<file path="config.mk">
export PLATFORM = sky130hd
export DESIGN_NAME = ex_mem_stage
export DESIGN_NICKNAME = d
export VERILOG_FILES = /design/src/rtl/ex_mem_stage.sv
export SDC_FILE = /design/constraint.sdc
export NUM_CORES = 1
export LEC_CHECK = 0
export CAP_MARGIN = 15
export CORE_MARGIN = 4
export CORE_UTILIZATION = 30
export DETAILED_ROUTE_END_ITERATION = 6
export PLACE_DENSITY = 0.6
export SLEW_MARGIN = 20
export SYNTH_ARGS = -nofsm -noshare
export SYNTH_HDL_FRONTEND = slang
export SYNTH_SLANG_ARGS = --single-unit
</file>
<file path="constraint.sdc">
create_clock -name clk -period 2.4 [get_ports clk]
set_input_delay 0.72 -clock clk [delete_from_list [all_inputs] [get_ports clk]]
set_output_delay 0.72 -clock clk [all_outputs]
set_load 0.005 [all_outputs]
</file>
<file path="src/rtl/ex_mem_stage.sv">
// EX/MEM pipeline register with valid/ready handshake and a 2-entry skid buffer.
// Latency 1 cycle; in_ready drops only when both entries are full (no comb path from out_ready).
module ex_mem_stage #(
  parameter int XLEN  = 64,
  parameter int PC_W  = 8,
  parameter int RA_W  = 5,
  parameter int CNT_W = 16
) (
  input  logic             clk,
  input  logic             rst,
  input  logic             flush,
  input  logic             in_valid,
  output logic             in_ready,
  input  logic [XLEN-1:0]  in_alu_data,
  input  logic [XLEN-1:0]  in_store_data,
  input  logic [PC_W-1:0]  in_branch_target,
  input  logic             in_zero,
  input  logic [RA_W-1:0]  in_rd,
  input  logic             in_memtoreg,
  input  logic             in_regwrite,
  input  logic             in_branch,
  input  logic             in_memread,
  input  logic             in_memwrite,
  output logic             out_valid,
  input  logic             out_ready,
  output logic [XLEN-1:0]  out_alu_data,
  output logic [XLEN-1:0]  out_store_data,
  output logic [PC_W-1:0]  out_branch_target,
  output logic             out_zero,
  output logic [RA_W-1:0]  out_rd,
  output logic             out_memtoreg,
  output logic             out_regwrite,
  output logic             out_branch,
  output logic             out_memread,
  output logic             out_memwrite,
  output logic [RA_W-1:0]  fwd_rd,
  output logic             fwd_regwrite,
  output logic [CNT_W-1:0] stall_cycles
);

  localparam logic [1:0] EMPTY = 2'd0;
  localparam logic [1:0] FULL  = 2'd1;
  localparam logic [1:0] SKID  = 2'd2;

  typedef struct packed {
    logic [XLEN-1:0] alu_data;
    logic [XLEN-1:0] store_data;
    logic [PC_W-1:0] branch_target;
    logic            zero;
    logic [RA_W-1:0] rd;
    logic            memtoreg;
    logic            regwrite;
    logic            branch;
    logic            memread;
    logic            memwrite;
  } entry_t;

  logic [1:0] state;
  entry_t     main_q;
  entry_t     skid_q;
  entry_t     in_ent;
  logic       accept;
  logic       drain;

  assign in_ent = '{alu_data: in_alu_data, store_data: in_store_data,
                    branch_target: in_branch_target, zero: in_zero, rd: in_rd,
                    memtoreg: in_memtoreg, regwrite: in_regwrite, branch: in_branch,
                    memread: in_memread, memwrite: in_memwrite};

  // rst is the only combinational term so the first post-reset cycle can accept
  assign in_ready  = ~rst & (state != SKID);
  assign out_valid = (state == FULL) || (state == SKID);
  assign accept    = in_valid & in_ready;
  assign drain     = out_valid & out_ready;

  always_ff @(posedge clk) begin
    if (rst) begin
      state        <= EMPTY;
      main_q       <= '0;
      skid_q       <= '0;
      stall_cycles <= '0;
    end else begin
      if (out_valid && !out_ready && (stall_cycles != {CNT_W{1'b1}}))
        stall_cycles <= stall_cycles + CNT_W'(1);
      if (flush) begin
        state <= EMPTY;
      end else begin
        case (state)
          EMPTY: if (accept) begin
            main_q <= in_ent;
            state  <= FULL;
          end
          FULL: begin
            if (accept && drain) begin
              main_q <= in_ent;
            end else if (accept) begin
              skid_q <= in_ent;
              state  <= SKID;
            end else if (drain) begin
              state  <= EMPTY;
            end
          end
          SKID: if (drain) begin
            main_q <= skid_q;
            state  <= FULL;
          end
          default: state <= EMPTY;
        endcase
      end
    end
  end

  assign out_alu_data      = main_q.alu_data;
  assign out_store_data    = main_q.store_data;
  assign out_branch_target = main_q.branch_target;
  assign out_zero          = main_q.zero;
  assign out_rd            = main_q.rd;
  assign out_memtoreg      = out_valid & main_q.memtoreg;
  assign out_regwrite      = out_valid & main_q.regwrite;
  assign out_branch        = out_valid & main_q.branch;
  assign out_memread       = out_valid & main_q.memread;
  assign out_memwrite      = out_valid & main_q.memwrite;

  // x0 is hardwired zero, so a write to it must never be forwarded
  assign fwd_rd       = main_q.rd;
  assign fwd_regwrite = out_regwrite & (main_q.rd != '0);

endmodule

</file>
==> Word level (Yosys, flattened, before mapping) <==
Cells that the tools add are included.
{ "word_totals": {"ff_bits": 312, "inputBits": 152, "output_inout_bits": 171, "elab_cells": 66} }
{ "op_classes": {"addsub": 1, "n_eq_ne": 9, "mux": 10, "n_bitwise": 12, "n_reduce_logical": 12} }
{ "ops": {"columns": ["op", "n"], "rows": [
  ["two-way mux 147 bit", 3],
  ["one-hot mux 147 bit (3 select lines)", 1],
  ["adder 16 x 1 -> 16 bit, second input constant", 1],
  ["inequality test 16 bit, second input constant", 1],
  ["two-way mux 2 bit", 5],
  ["bitwise AND 1 bit", 9],
  ["inequality test 2 bit, second input constant", 4],
  ["AND reduction 4 bit", 2],
  ["one-hot mux 2 bit (3 select lines)", 1],
  ["AND reduction 5 bit", 1],
  ["nonzero test 5 bit", 1],
  ["logical AND 1 bit", 3],
  ["inequality test 3 bit, second input constant", 1],
  ["inverter 1 bit", 3],
  ["nonzero test 3 bit", 1],
  ["equality test 2 x 1 -> 1 bit, second input constant", 1],
  ["equality test 2 bit, second input constant", 1],
  ["zero test 2 bit", 1],
  ["inequality test 2 x 1 -> 1 bit, second input constant", 1],
  ["OR reduction 2 bit", 1],
  ["zero test 1 bit", 1],
  ["logical OR 1 bit", 1]
]} }

==> Logic depth before layout (Yosys ltp) <==
Gate-level depths: netlist of run 1.
{ "logic_depth": {"word_depth": 7, "ltp_mapped": 9, "depth_no_buf": 6} }

==> Worst setup path after synthesis of run 1 <==
Ideal clock, no wire load.
{ "synth_path": {"kind": "in2reg", "startpoint": "in rst", "endpoint": "reg main_q (netlist bit out_alu_data[15])", "setup_ps": 132, "arrival_time_ps": 2173, "required_time_ps": 2268, "path_slack_ps": 94, "stages": 7, "path_buffers": 3, "cell_sequence": "buf_2 -> or3b_4 -> o21a_1 -> buf_4 -> buf_6 -> o41ai_2 -> a21oi_1"} }
{ "synth_between": {"elab_chain_cells": 6, "elab_cells_between_ends": 7, "classes_between": "eq/ne: 2; bitwise: 3; reduce/logical: 2"} }
{ "synth_lines": {"columns": ["item", "line", "rtl"], "rows": [
  ["start, declared", "10", "input logic rst,"],
  ["inverter 1 bit", "71", "assign in_ready = ~rst & (state != SKID);"],
  ["bitwise AND 1 bit", "71", null],
  ["bitwise AND 1 bit", "73", "assign accept = in_valid & in_ready;"],
  ["logical AND 1 bit", "94", "if (accept && drain) begin"],
  ["inequality test 2 x 1 -> 1 bit (no source line)", null, null],
  ["AND reduction 5 bit (no source line)", null, null],
  ["end signal, assigned", "90", "main_q <= in_ent;"],
  ["end signal, assigned", "95", "main_q <= in_ent;"],
  ["end signal, assigned", "104", "main_q <= skid_q;"],
  ["end, declared", "59", "entry_t main_q;"]
]} }
Parallel ways exist; a longest one is shown, timed or not.
A chain may end at the register's enable or synchronous reset.

==> Final worst setup path of run 1 <==
{ "layout_path": {"startpoint": "reg main_q (netlist bit fwd_rd[3])", "endpoint": "out fwd_regwrite"} }
{ "layout_between": {"elab_chain_cells": 2} }
{ "layout_lines": {"columns": ["item", "line", "rtl"], "rows": [
  ["nonzero test 5 bit", "126", "assign fwd_regwrite = out_regwrite & (main_q.rd != '0);"],
  ["bitwise AND 1 bit", "126", null],
  ["end, declared", "37", "output logic fwd_regwrite,"]
]} }
No other way between the ends.

==> results_dict.tcl, run 1 <==
set metrics [dict create \
    clkSinkCount 312 \
    placementRows 86 \
    min-delay-path-class "flop to flop" \
    cp-startpoint "fwd_rd[3]$_SDFFE_PP0P_" \
    cp-endpoint "fwd_regwrite" \
    failing_checks "negative setup slack" \
    synth.avg_cell_area_um2 9.26 \
    cts.clk_slew.worst_paths_ns 0.06 \
    setup_viol 1 \
    gp_congestion 0.806 \
    fin_nets 2125 \
    power.density_mw_per_mm2 614 \
    die_area_mm2 0.0599 \
    timing.reg2reg.worst_path_depth 10 \
    clk_root_buffer_cell "sky130_fd_sc_hd__clkbuf_16" \
    timing.final.crit_period_ns 2.49 \
    worst_setup_path_end_kind "primary output" \
    max-vdd-ir-drop_mv 0.410 \
    post-dp-hpwl_um 36400 \
    io_buffer_count 322 \
    worstPathRequired_ns 1.68 \
    starting_utilization_of_the_core_area_pct 30.4 \
    ys_ff_latch 312 \
    synth_sequential_area_ratio_pct 37.1 \
    aggregate_negative_setup_slack_ns -0.0940 \
    num_io_pins 323 \
    yosys-top-cells-area "sky130_fd_sc_hd__dfxtp_1, sky130_fd_sc_hd__o41ai_2, sky130_fd_sc_hd__mux2_2" \
    layout_setup_ws_ns -0.0940 \
    chipHeight_um 245 \
    synth_top_cell_by_area "sky130_fd_sc_hd__dfxtp_1" \
    crit_cells 3 \
    drive_above_1_share_pct 26.6 \
    cp_num_buf_inv 1 \
    utilization_pct 41.0 \
    yosysWarnings 0 \
    postSynthCellCount 1817 \
    vias_per_cell 5.44 \
    timing_worst_slew_pin_value_ns 0.986 \
    cp-start-kind "flop" \
    timing_worst_setup_path_type "flop to primary output" \
    leak_pwr_nw 7.12 \
    grt.total_usage_pct 17.8 \
    worstPathCellList "or4_4 -> o21a_1 -> clkbuf_2" \
    htreeDepth 2 \
    hold_ws_ns 0.450 \
    drtAntennaViolNets 0 \
    grt_start_max_net_pins 169 \
    cts_inserted_buffers 40 \
    yosysUniqueCellTypes 38 \
    post-synth-top-area-fraction_pct 37.1 \
    crit_slowest_cell "sky130_fd_sc_hd__or4_4" \
    clock_tree.buffer_depth 3 \
    critPathMaxStageDelay_ns 0.59 \
    drt_drc_violations_left 0 \
    rsz0062_at_grt "true" \
    worst_r2r_startpoint "state[1]$_SDFFE_PP0P_" \
    dr.first_iter.drc_count 1026 \
    via_count 15000 \
    clock.fmax_mhz 401 \
    layout_worst_path_cycle_share_pct 104 \
    slew_headroom_pct 34.3 \
    arr_time_crit_path_ns 1.77 \
    timing.final.hold_violations 0 \
    finalNonFillerCells 2750 \
    detail_route.wl_per_cell_um 21.7 \
    routed_wl_um 59700 \
    globalRoute.totalOverflow 0 \
    grt_first_pass_wirelength_um 86300 \
    clock_insertion_delay_worst_skew_ns 0.55 \
    detailedRoute.firstPassIterationCount 5 \
    pre_cts_slack_ns -0.409 \
    synth.net_count 1975 \
    r2r_slack_ns 0.05 \
    cts_tree "yes" \
    post-place-cells 2644 \
    r2r_end "out_store_data[2]$_SDFFE_PP0P_" \
    critPathTopFamily "simple AND/OR/NAND/NOR gates" \
    design.core.area_mm2 0.0553 \
    outcome "finished with violations" \
    report.final.slew_viol_count 0 \
    timing.max_cap.violations 0 \
    initial_antenna_violation_count 9 \
    die_w_um 245 \
    synthesis.area_mm2 0.0168 \
    syn_to_final_growth_pct 34.9 \
    crit_path_max_fanout 2 \
    first_global_vias 14500 \
    fin_worst_skew_ns 0.0180 \
]
## through the flow
step | power [mW] | area (um2)
floorplan | 6.69 | 16800
global placement | 7.58 | 20500
detailed placement | 7.60 | 20500
CTS | 13.9 | 21900
global route | 14.4 | 22700
finish | 13.9 | 22700
## sequential cells by signal, summed over array words and instances (netlist names)
register	cells
skid_q	147
stall_cycles	16
fwd_rd	5
main_q	5
out_alu_data	64
out_store_data	64
state	2
out_zero	1
out_branch_target	8
## logic make-up (layout without fill, tap and decap cells)
family                   after synthesis  after routing  synth area share (%)
buffers and inverters                365            546                  12.3
AND/OR/NAND/NOR                      359            359                  8.93
flip-flops                           312            312                  37.1
other                                  0              4                     0
adder cells (fa/ha/maj)                6              6                 0.446
multiplexers                         148            148                  9.90
AO/OA/AOI/OAI                        626            626                  31.2
XOR/XNOR                               1              1                0.0521
## cell usage after synthesis
master                        n
sky130_fd_sc_hd__dfxtp_1    312
sky130_fd_sc_hd__buf_4      147
sky130_fd_sc_hd__nand4b_1     1
sky130_fd_sc_hd__nor2b_1      3
sky130_fd_sc_hd__nand2b_1     2
sky130_fd_sc_hd__o21ai_1      1
sky130_fd_sc_hd__o21a_1       2
sky130_fd_sc_hd__nand3_1      8
sky130_fd_sc_hd__a21oi_1    311
sky130_fd_sc_hd__buf_6       14
sky130_fd_sc_hd__nor2_1       6
sky130_fd_sc_hd__or3_1        6
sky130_fd_sc_hd__nand4_1      5
sky130_fd_sc_hd__nand2_1    302
sky130_fd_sc_hd__xnor2_1      1
sky130_fd_sc_hd__and2_1       6
sky130_fd_sc_hd__and4bb_2     1
sky130_fd_sc_hd__or4_1       11
sky130_fd_sc_hd__a211oi_1     1
sky130_fd_sc_hd__or2_1        2
sky130_fd_sc_hd__and3_1       1
sky130_fd_sc_hd__o41ai_2    130
sky130_fd_sc_hd__and4_1       1
sky130_fd_sc_hd__buf_1        9
sky130_fd_sc_hd__o41ai_1     18
sky130_fd_sc_hd__o21ai_0      6
sky130_fd_sc_hd__inv_1        3
sky130_fd_sc_hd__o2111ai_1  147
sky130_fd_sc_hd__nand4bb_1    1
sky130_fd_sc_hd__o31ai_1     10
sky130_fd_sc_hd__nor4_1       1
sky130_fd_sc_hd__buf_2       36
sky130_fd_sc_hd__mux2i_1      1
sky130_fd_sc_hd__or3b_4       1
sky130_fd_sc_hd__nand3b_1     1
sky130_fd_sc_hd__clkbuf_1   156
sky130_fd_sc_hd__ha_1         6
sky130_fd_sc_hd__mux2_2     147
## timing repair
action / in CTS / in global routing
buffers inserted: 3 / 15
hold buffers: 0 / 0
endpoints found under the setup margin: 8 / 118
gates resized for setup: 32 / 53
gates cloned: 0 / 12
pin swaps: 2 / 39
## layout by cell type (no fill, tap or decap), types with 8 or more instances in the layout
master                            netlist  layout
sky130_fd_sc_hd__o2111ai_1            147     147
sky130_fd_sc_hd__mux2_2               147     147
sky130_fd_sc_hd__nand3_1                8       8
sky130_fd_sc_hd__clkbuf_16              0      50
sky130_fd_sc_hd__a21oi_1              311     307
sky130_fd_sc_hd__buf_4                147      76
sky130_fd_sc_hd__clkdlybuf4s50_1        0     313
sky130_fd_sc_hd__nand2_1              302     301
sky130_fd_sc_hd__o41ai_1               18      11
sky130_fd_sc_hd__dfxtp_1              312     309
sky130_fd_sc_hd__buf_12                 0      49
sky130_fd_sc_hd__o41ai_4                0      24
sky130_fd_sc_hd__clkbuf_8               0      11
sky130_fd_sc_hd__or4_1                 11      10
sky130_fd_sc_hd__o31ai_1               10      10
sky130_fd_sc_hd__buf_6                 14      12
sky130_fd_sc_hd__o41ai_2              130     113
## worst register-to-register path, stage by stage, from the launching register on
cell	delay [ns]
sky130_fd_sc_hd__dfxtp_2	0.32
sky130_fd_sc_hd__buf_4	0.15
sky130_fd_sc_hd__ha_4	0.18
sky130_fd_sc_hd__or3b_4	0.40
sky130_fd_sc_hd__o21a_4	0.23
sky130_fd_sc_hd__buf_4	0.15
sky130_fd_sc_hd__buf_6	0.11
sky130_fd_sc_hd__clkbuf_16	0.19
sky130_fd_sc_hd__buf_12	0.14
sky130_fd_sc_hd__o41ai_4	0.21
sky130_fd_sc_hd__a21oi_1	0.11
## how the worst min path moves through the flow
stage	startpoint	to	slack [ns]	cells after the start
floorplan	main_q[0]$_SDFFE_PP0P_	main_q[0]$_SDFFE_PP0P_	0.43	2
global placement	skid_q[102]$_SDFFE_PP0P_	skid_q[102]$_SDFFE_PP0P_	0.44	2
detailed placement	skid_q[40]$_SDFFE_PP0P_	skid_q[40]$_SDFFE_PP0P_	0.44	2
CTS	skid_q[69]$_SDFFE_PP0P_	skid_q[69]$_SDFFE_PP0P_	0.45	2
global route	skid_q[61]$_SDFFE_PP0P_	skid_q[61]$_SDFFE_PP0P_	0.47	2
finish	skid_q[34]$_SDFFE_PP0P_	skid_q[34]$_SDFFE_PP0P_	0.45	2
## power by group
part           switching, mW  internal, mW  total (mW)
clock                   2.40          3.80        6.20
combinational           1.13          1.11        2.24
sequential             0.132          5.34        5.47
## layout make-up
class | instances | area [um2]
antenna | 4 | 10.0
clock buffer | 59 | 1200
clock inverter | 14 | 159
fill | 5338 | 32600
inverter | 3 | 13.8
multi-input combinational | 1140 | 8950
sequential | 312 | 6250
tap | 748 | 936
timing repair buffer | 470 | 5160
## routing by layer
metal	up-vias	part of all wire, %	track usage (%)
met5	-	0.11	0
met4	10	3.4	6.29
met3	129	8.2	4.89
met2	555	47	28.7
met1	7300	42	22.8
li1	6959	-	-
No activity file was read; power rests on OpenSTA's default activity.
==> run 2, diff against run 1 <==
--- a/config.mk
+++ b/config.mk
@@ -8,6 +8,7 @@
 export CAP_MARGIN = 15
 export CORE_MARGIN = 4
 export CORE_UTILIZATION = 30
+export CTS_BUF_LIST = sky130_fd_sc_hd__clkbuf_4 sky130_fd_sc_hd__clkbuf_8
 export DETAILED_ROUTE_END_ITERATION = 6
 export PLACE_DENSITY = 0.6
 export SLEW_MARGIN = 20
==> run 2 against run 1 <==
Compared with the run above: global-route usage rose by 0.16 points; non-clock buffer count grew 2; sequential cell count did not move; sequential share of layout area is 0.20 points higher; critical path type unchanged; fmax decreased by 2.8%; highest routed layer unchanged; combinational power barely moved; power is 4.9% lower; register-to-register slack is essentially flat; routed wire length increased by 1.4%; the run still ends with negative setup slack left; clock-buffer cell count is 29 higher.
==> results_dict.tcl, run 2 (synthesis results as in run 1) <==
set metrics [dict create \
    outcome "finished with violations" \
    failing_checks "negative setup slack" \
    layout.cells.most_common_list "sky130_fd_sc_hd__a21oi_1, sky130_fd_sc_hd__clkdlybuf4s50_1, sky130_fd_sc_hd__nand2_1" \
    holdBufCountCts 0 \
    r2r_end "out_store_data[41]$_SDFFE_PP0P_" \
    leak_pwr_nw 7.21 \
    rsz0062_at_grt "true" \
    post-place-cells 2644 \
    globalRoute.totalOverflow 0 \
    via_count 15100 \
    grt_start_max_net_pins 169 \
    timing.reg2reg.worst_path_depth 9 \
    most_common_library_cell_in_the_layout_ignoring_fill_and_taps "sky130_fd_sc_hd__a21oi_1" \
    max-vdd-ir-drop_mv 0.363 \
    hold_path_startpoint "skid_q[34]$_SDFFE_PP0P_" \
    starting_utilization_of_the_core_area_pct 30.4 \
    fin_worst_skew_ns 0.0203 \
    dr.first_iter.drc_count 1142 \
    top_usage_layer "met2" \
    grt_met1_usage_pct 22.9 \
    die_area_mm2 0.0599 \
    drive_above_1_share_pct 28.9 \
    clk_root_buffer_cell "sky130_fd_sc_hd__clkbuf_8" \
    timing.max_cap.violations 0 \
    final.fill_count 5338 \
    io_buffer_count 322 \
    critPathMaxStageDelay_ns 0.58 \
    htreeDepth 2 \
    first_global_vias 14700 \
    crit_path_max_fanout 2 \
    holdPathStages 2 \
    layout_worst_path_cycle_share_pct 107 \
    global_route.usage.met2_pct 29.2 \
    cts_tree "yes" \
    worst_setup_path_end_kind "primary output" \
    multi_input_comb_area_mm2 0.00890 \
    global_route.usage.met3_pct 4.98 \
    max_reg_flops 147 \
    num_io_pins 323 \
    clkSinkCount 312 \
    cts.clk_slew.worst_paths_ns 0.06 \
    initial_antenna_violation_count 6 \
    clock_insertion_delay_worst_skew_ns 0.63 \
    crit_slowest_cell "sky130_fd_sc_hd__or4_4" \
    syn_to_final_growth_pct 34.3 \
    setup_viol 1 \
    finalNonFillerCells 2781 \
    cts_inserted_buffers 58 \
    top_register "skid_q" \
    die_w_um 245 \
    arr_time_crit_path_ns 1.85 \
    r2r_slack_ns 0.05 \
    utilization_pct 40.8 \
    report.final.slew_viol_count 0 \
    routed_wl_um 60500 \
    chipHeight_um 245 \
    cp-start-kind "flop" \
    min_delay_worst_endpoint "skid_q[34]$_SDFFE_PP0P_" \
    timing_worst_setup_path_type "flop to primary output" \
    timing.final.hold_violations 0 \
    seq_area_mm2 0.00627 \
    grt_first_pass_wirelength_um 87100 \
    min-delay-path-class "flop to flop" \
    detailedRoute.firstPassIterationCount 5 \
    post-dp-hpwl_um 36400 \
    design.core.area_mm2 0.0553 \
    gp_congestion 0.806 \
    placementRows 86 \
    drtAntennaViolNets 0 \
    grt.total_usage_pct 17.9 \
    clock.fmax_mhz 390 \
    layout_setup_ws_ns -0.167 \
    vias_per_cell 5.41 \
    slew_headroom_pct 38.0 \
    timing_worst_slew_pin_value_ns 0.930 \
    worst_r2r_startpoint "state[0]$_SDFFE_PP0P_" \
    fin_nets 2146 \
    worstPathRequired_ns 1.68 \
    clock_tree.buffer_depth 3 \
    detail_route.wl_per_cell_um 21.8 \
    timing.final.crit_period_ns 2.57 \
    drt_drc_violations_left 0 \
    worstPathCellList "or4_4 -> o21a_1 -> buf_2" \
    power.density_mw_per_mm2 586 \
]
==> run 2: cell count changes in the layout (fill, tap and decap cells not counted), sizes merged, moves of 2 or more <==
cell,before,now
buf,145,149
dlymetal6s2s,0,3
clkdlybuf4s50,313,303
clkinvlp,1,3
inv,5,3
dlygate4sd2,0,7
clkbuf,70,98
==> run 2: timing repair <==
| item | in CTS | in global routing |
|---|---|---|
| pin swaps | 6 | 38 |
| setup buffers | 7 | 13 |
| resized for setup | 68 | 60 |
| gates cloned | 0 | 16 |
| setup endpoints to repair | 23 | 262 |
==> run 2: area by class of cell <==
| cell class | instances | share of cell area, % |
|---|---|---|
| Multi-Input combinational cell | 1141 | 39.4 |
| Sequential cell | 312 | 27.7 |
| Timing Repair Buffer | 472 | 23.2 |
| Clock buffer | 88 | 4.86 |
| Tap cell | 748 | 4.14 |
| Clock inverter | 14 | 0.565 |
| Inverter | 3 | 0.0499 |
| Antenna cell | 3 | 0.0332 |
==> run 2: how the worst max path moves through the flow <==
stage / startpoint / endpoint / slack, ns
floorplan: rst / out_alu_data[15]$_SDFFE_PP0P_ / 0.09
global placement: in_valid / out_store_data[9]$_SDFFE_PP0P_ / -0.41
detailed placement: in_valid / out_alu_data[35]$_SDFFE_PP0P_ / -0.41
CTS: fwd_rd[2]$_SDFFE_PP0P_ / fwd_regwrite / -0.25
global route: fwd_rd[3]$_SDFFE_PP0P_ / fwd_regwrite / -0.24
finish: fwd_rd[3]$_SDFFE_PP0P_ / fwd_regwrite / -0.17
==> run 2: through the flow <==
stage | hold WS (ns) | TNS, ns | power (mW) | cell area, um2 | setup slack [ns]
after floorplan | 0.430 | 0 | 6.69 | 16800 | 0.0942
after global placement | 0.438 | -77.22 | 7.58 | 20500 | -0.413
after detailed placement | 0.443 | -83.05 | 7.60 | 20500 | -0.409
after CTS | 0.432 | -0.568 | 13.2 | 21800 | -0.248
after global routing | 0.468 | -0.661 | 13.7 | 22600 | -0.242
final | 0.450 | -0.167 | 13.2 | 22600 | -0.167
==> run 2: routing by layer <==
metal	routed length, um	up-vias	share of wire, %
li1	-	6998	-
met2	28700	518	47
met5	57	-	0.094
met1	25600	7418	42
met3	4530	111	7.5
met4	1700	8	2.8
==> run 2: critical path: cells and delay by family, from the launching register on <==
kind,cells,cell delay (ns)
and+or+nand+nor,1,0.58
buffers and inverters,1,0.12
DFF,1,0.32
AOI/OAI and AO/OA,1,0.19
==> run 2: where the power goes <==
part / internal (mW) / total [mW] / leakage (nW) / switching [mW]
clock network: 3.12 / 5.52 / 0.650 / 2.41
registers: 5.34 / 5.47 / 2.53 / 0.130
logic: 1.11 / 2.24 / 4.03 / 1.14
==> run 3, diff against run 2 <==
--- a/config.mk
+++ b/config.mk
@@ -11,7 +11,7 @@
 export CTS_BUF_LIST = sky130_fd_sc_hd__clkbuf_4 sky130_fd_sc_hd__clkbuf_8
 export DETAILED_ROUTE_END_ITERATION = 6
 export PLACE_DENSITY = 0.6
-export SLEW_MARGIN = 20
+export SLEW_MARGIN = 40
 export SYNTH_ARGS = -nofsm -noshare
 export SYNTH_HDL_FRONTEND = slang
 export SYNTH_SLANG_ARGS = --single-unit
==> run 3 against run 2 <==
Compared with the run above: the flow still finishes with violations (negative setup slack); power up 3.3%; critical path type unchanged; largest power group unchanged; utilization up 2.0 points; register-to-register slack worse by 0.06 ns.
==> results_dict.tcl, run 3 (synthesis results as in run 1) <==
set metrics [dict create \
    grt.total_usage_pct 18.3 \
    globalRoute.totalOverflow 0 \
    post_route_cell_area_mm2 0.0237 \
    clk_root_buffer_cell "sky130_fd_sc_hd__clkbuf_8" \
    drive_above_1_share_pct 32.4 \
    syn_to_final_growth_pct 41.0 \
    arr_time_crit_path_ns 1.83 \
    cts_tree "yes" \
    hold_ws_ns 0.450 \
    clock_insertion_delay_worst_skew_ns 0.66 \
    layout_worst_path_cycle_share_pct 106 \
    timing_worst_setup_path_type "flop to primary output" \
    postPlaceCellArea_mm2 0.0205 \
    timing_worst_slew_pin_value_ns 0.952 \
    power.density_mw_per_mm2 577 \
    max_reg_flops 147 \
    routed_wl_um 62800 \
    drtAntennaViolNets 0 \
    placementRows 86 \
    fin_worst_skew_ns 0.0361 \
    most_common_library_cell_in_the_layout_ignoring_fill_and_taps "sky130_fd_sc_hd__nand2_1" \
    clkSinkCount 312 \
    clock.fmax_mhz 392 \
    outcome "finished with violations" \
    num_io_pins 323 \
    detail_route.wl_per_cell_um 22.5 \
    initial_antenna_violation_count 5 \
    worstPathRequired_ns 1.68 \
    critPathMaxStageDelay_ns 0.57 \
    timing.max_cap.violations 0 \
    first_global_vias 14800 \
    cp-start-kind "flop" \
    clock_tree.buffer_depth 3 \
    utilization_pct 42.9 \
    post-place-cells 2644 \
    holdBufCountCts 0 \
    leak_pwr_nw 7.61 \
    final.fill_count 5230 \
    die_area_mm2 0.0599 \
    aggregate_negative_setup_slack_ns -0.438 \
    grt_start_max_net_pins 169 \
    rsz0062_at_grt "true" \
    htreeDepth 2 \
    gp_congestion 0.806 \
    cts_inserted_buffers 60 \
    post-dp-hpwl_um 36400 \
    max-vdd-ir-drop_mv 0.399 \
    via_count 15200 \
    chipHeight_um 245 \
    cts.clk_slew.worst_paths_ns 0.06 \
    fin_nets 2164 \
    starting_utilization_of_the_core_area_pct 30.4 \
    finalNonFillerCells 2793 \
    crit_path_max_fanout 2 \
    layout_setup_ws_ns -0.152 \
    worstPathCellList "or4_4 -> o21a_1 -> buf_2" \
    drt_drc_violations_left 0 \
    design.core.area_mm2 0.0553 \
    io_buffer_count 322 \
    detailedRoute.firstPassIterationCount 5 \
    slew_headroom_pct 36.6 \
    timing.final.hold_violations 0 \
    grt_first_pass_wirelength_um 88300 \
    layout.cells.most_common_list "sky130_fd_sc_hd__nand2_1, sky130_fd_sc_hd__clkdlybuf4s50_1, sky130_fd_sc_hd__a21oi_1" \
    min-delay-path-class "flop to flop" \
    crit_slowest_cell "sky130_fd_sc_hd__or4_4" \
    vias_per_cell 5.46 \
    failing_checks "negative setup slack" \
    timing.final.crit_period_ns 2.55 \
    die_w_um 245 \
    worst_setup_path_end_kind "primary output" \
    dr.first_iter.drc_count 932 \
    top_register "skid_q" \
    setup_viol 7 \
    report.final.slew_viol_count 0 \
]
-- run 3: routing by layer --
| layer | up-vias | part of all wire, % | GRT usage (%) |
|---|---|---|---|
| met4 | 6 | 3.3 | 5.64 |
| met5 | - | 0.065 | 0 |
| met2 | 536 | 47 | 29.8 |
| met1 | 7539 | 42 | 23.4 |
| li1 | 7044 | - | - |
| met3 | 119 | 8.0 | 5.55 |
-- run 3: power breakdown --
group / total, mW / internal [mW] / switching, mW
registers: 5.48 / 5.34 / 0.139
logic: 2.46 / 1.21 / 1.25
clock network: 5.72 / 3.34 / 2.38
-- run 3: path summary, 6_finish.rpt --
check                               start                       endpoint  slack, ns  cells past startpoint
setup / recovery   fwd_rd[2]$_SDFFE_PP0P_                   fwd_regwrite      -0.15                      3
hold / removal    skid_q[47]$_SDFFE_PP0P_        skid_q[47]$_SDFFE_PP0P_       0.45                      2
setup reg to reg    state[1]$_SDFFE_PP0P_  stall_cycles[13]$_SDFFE_PP0P_      -0.01                     11
hold reg to reg   skid_q[47]$_SDFFE_PP0P_        skid_q[47]$_SDFFE_PP0P_       0.45                      2
-- run 3: cell type report --
class                      count  area, um2  share of cell area [%]
clock inverter                12        166                   0.702
tap                          748        936                    3.95
multi-input combinational   1142       9550                    40.3
inverter                       3       11.3                  0.0475
clock buffer                  87       1100                    4.66
sequential                   312       6280                    26.5
timing repair buffer         487       5650                    23.8
antenna                        2       5.00                  0.0211
-- run 3: timing repair --
action                                 in CTS  in global routing
gates resized for setup                    75                182
cloned                                      3                 23
endpoints found under the hold margin       0                  0
setup endpoints to repair                  23                158
setup buffers                               8                 17
pin swaps                                  16                159
-- run 3: per-stage QoR --
stage | total power, mW | setup slack (ns)
finish | 13.7 | -0.152
CTS | 13.5 | -0.267
global placement | 7.58 | -0.413
global route | 14.2 | -0.250
detailed placement | 7.60 | -0.407
floorplan | 6.69 | 0.0942
-- run 3: critical path: cells and delay by family, from the launching register on --
family / cells / cell delay (ns)
buf+inv: 1 / 0.12
simple gates: 1 / 0.57
compound gates: 1 / 0.19
flops: 1 / 0.32
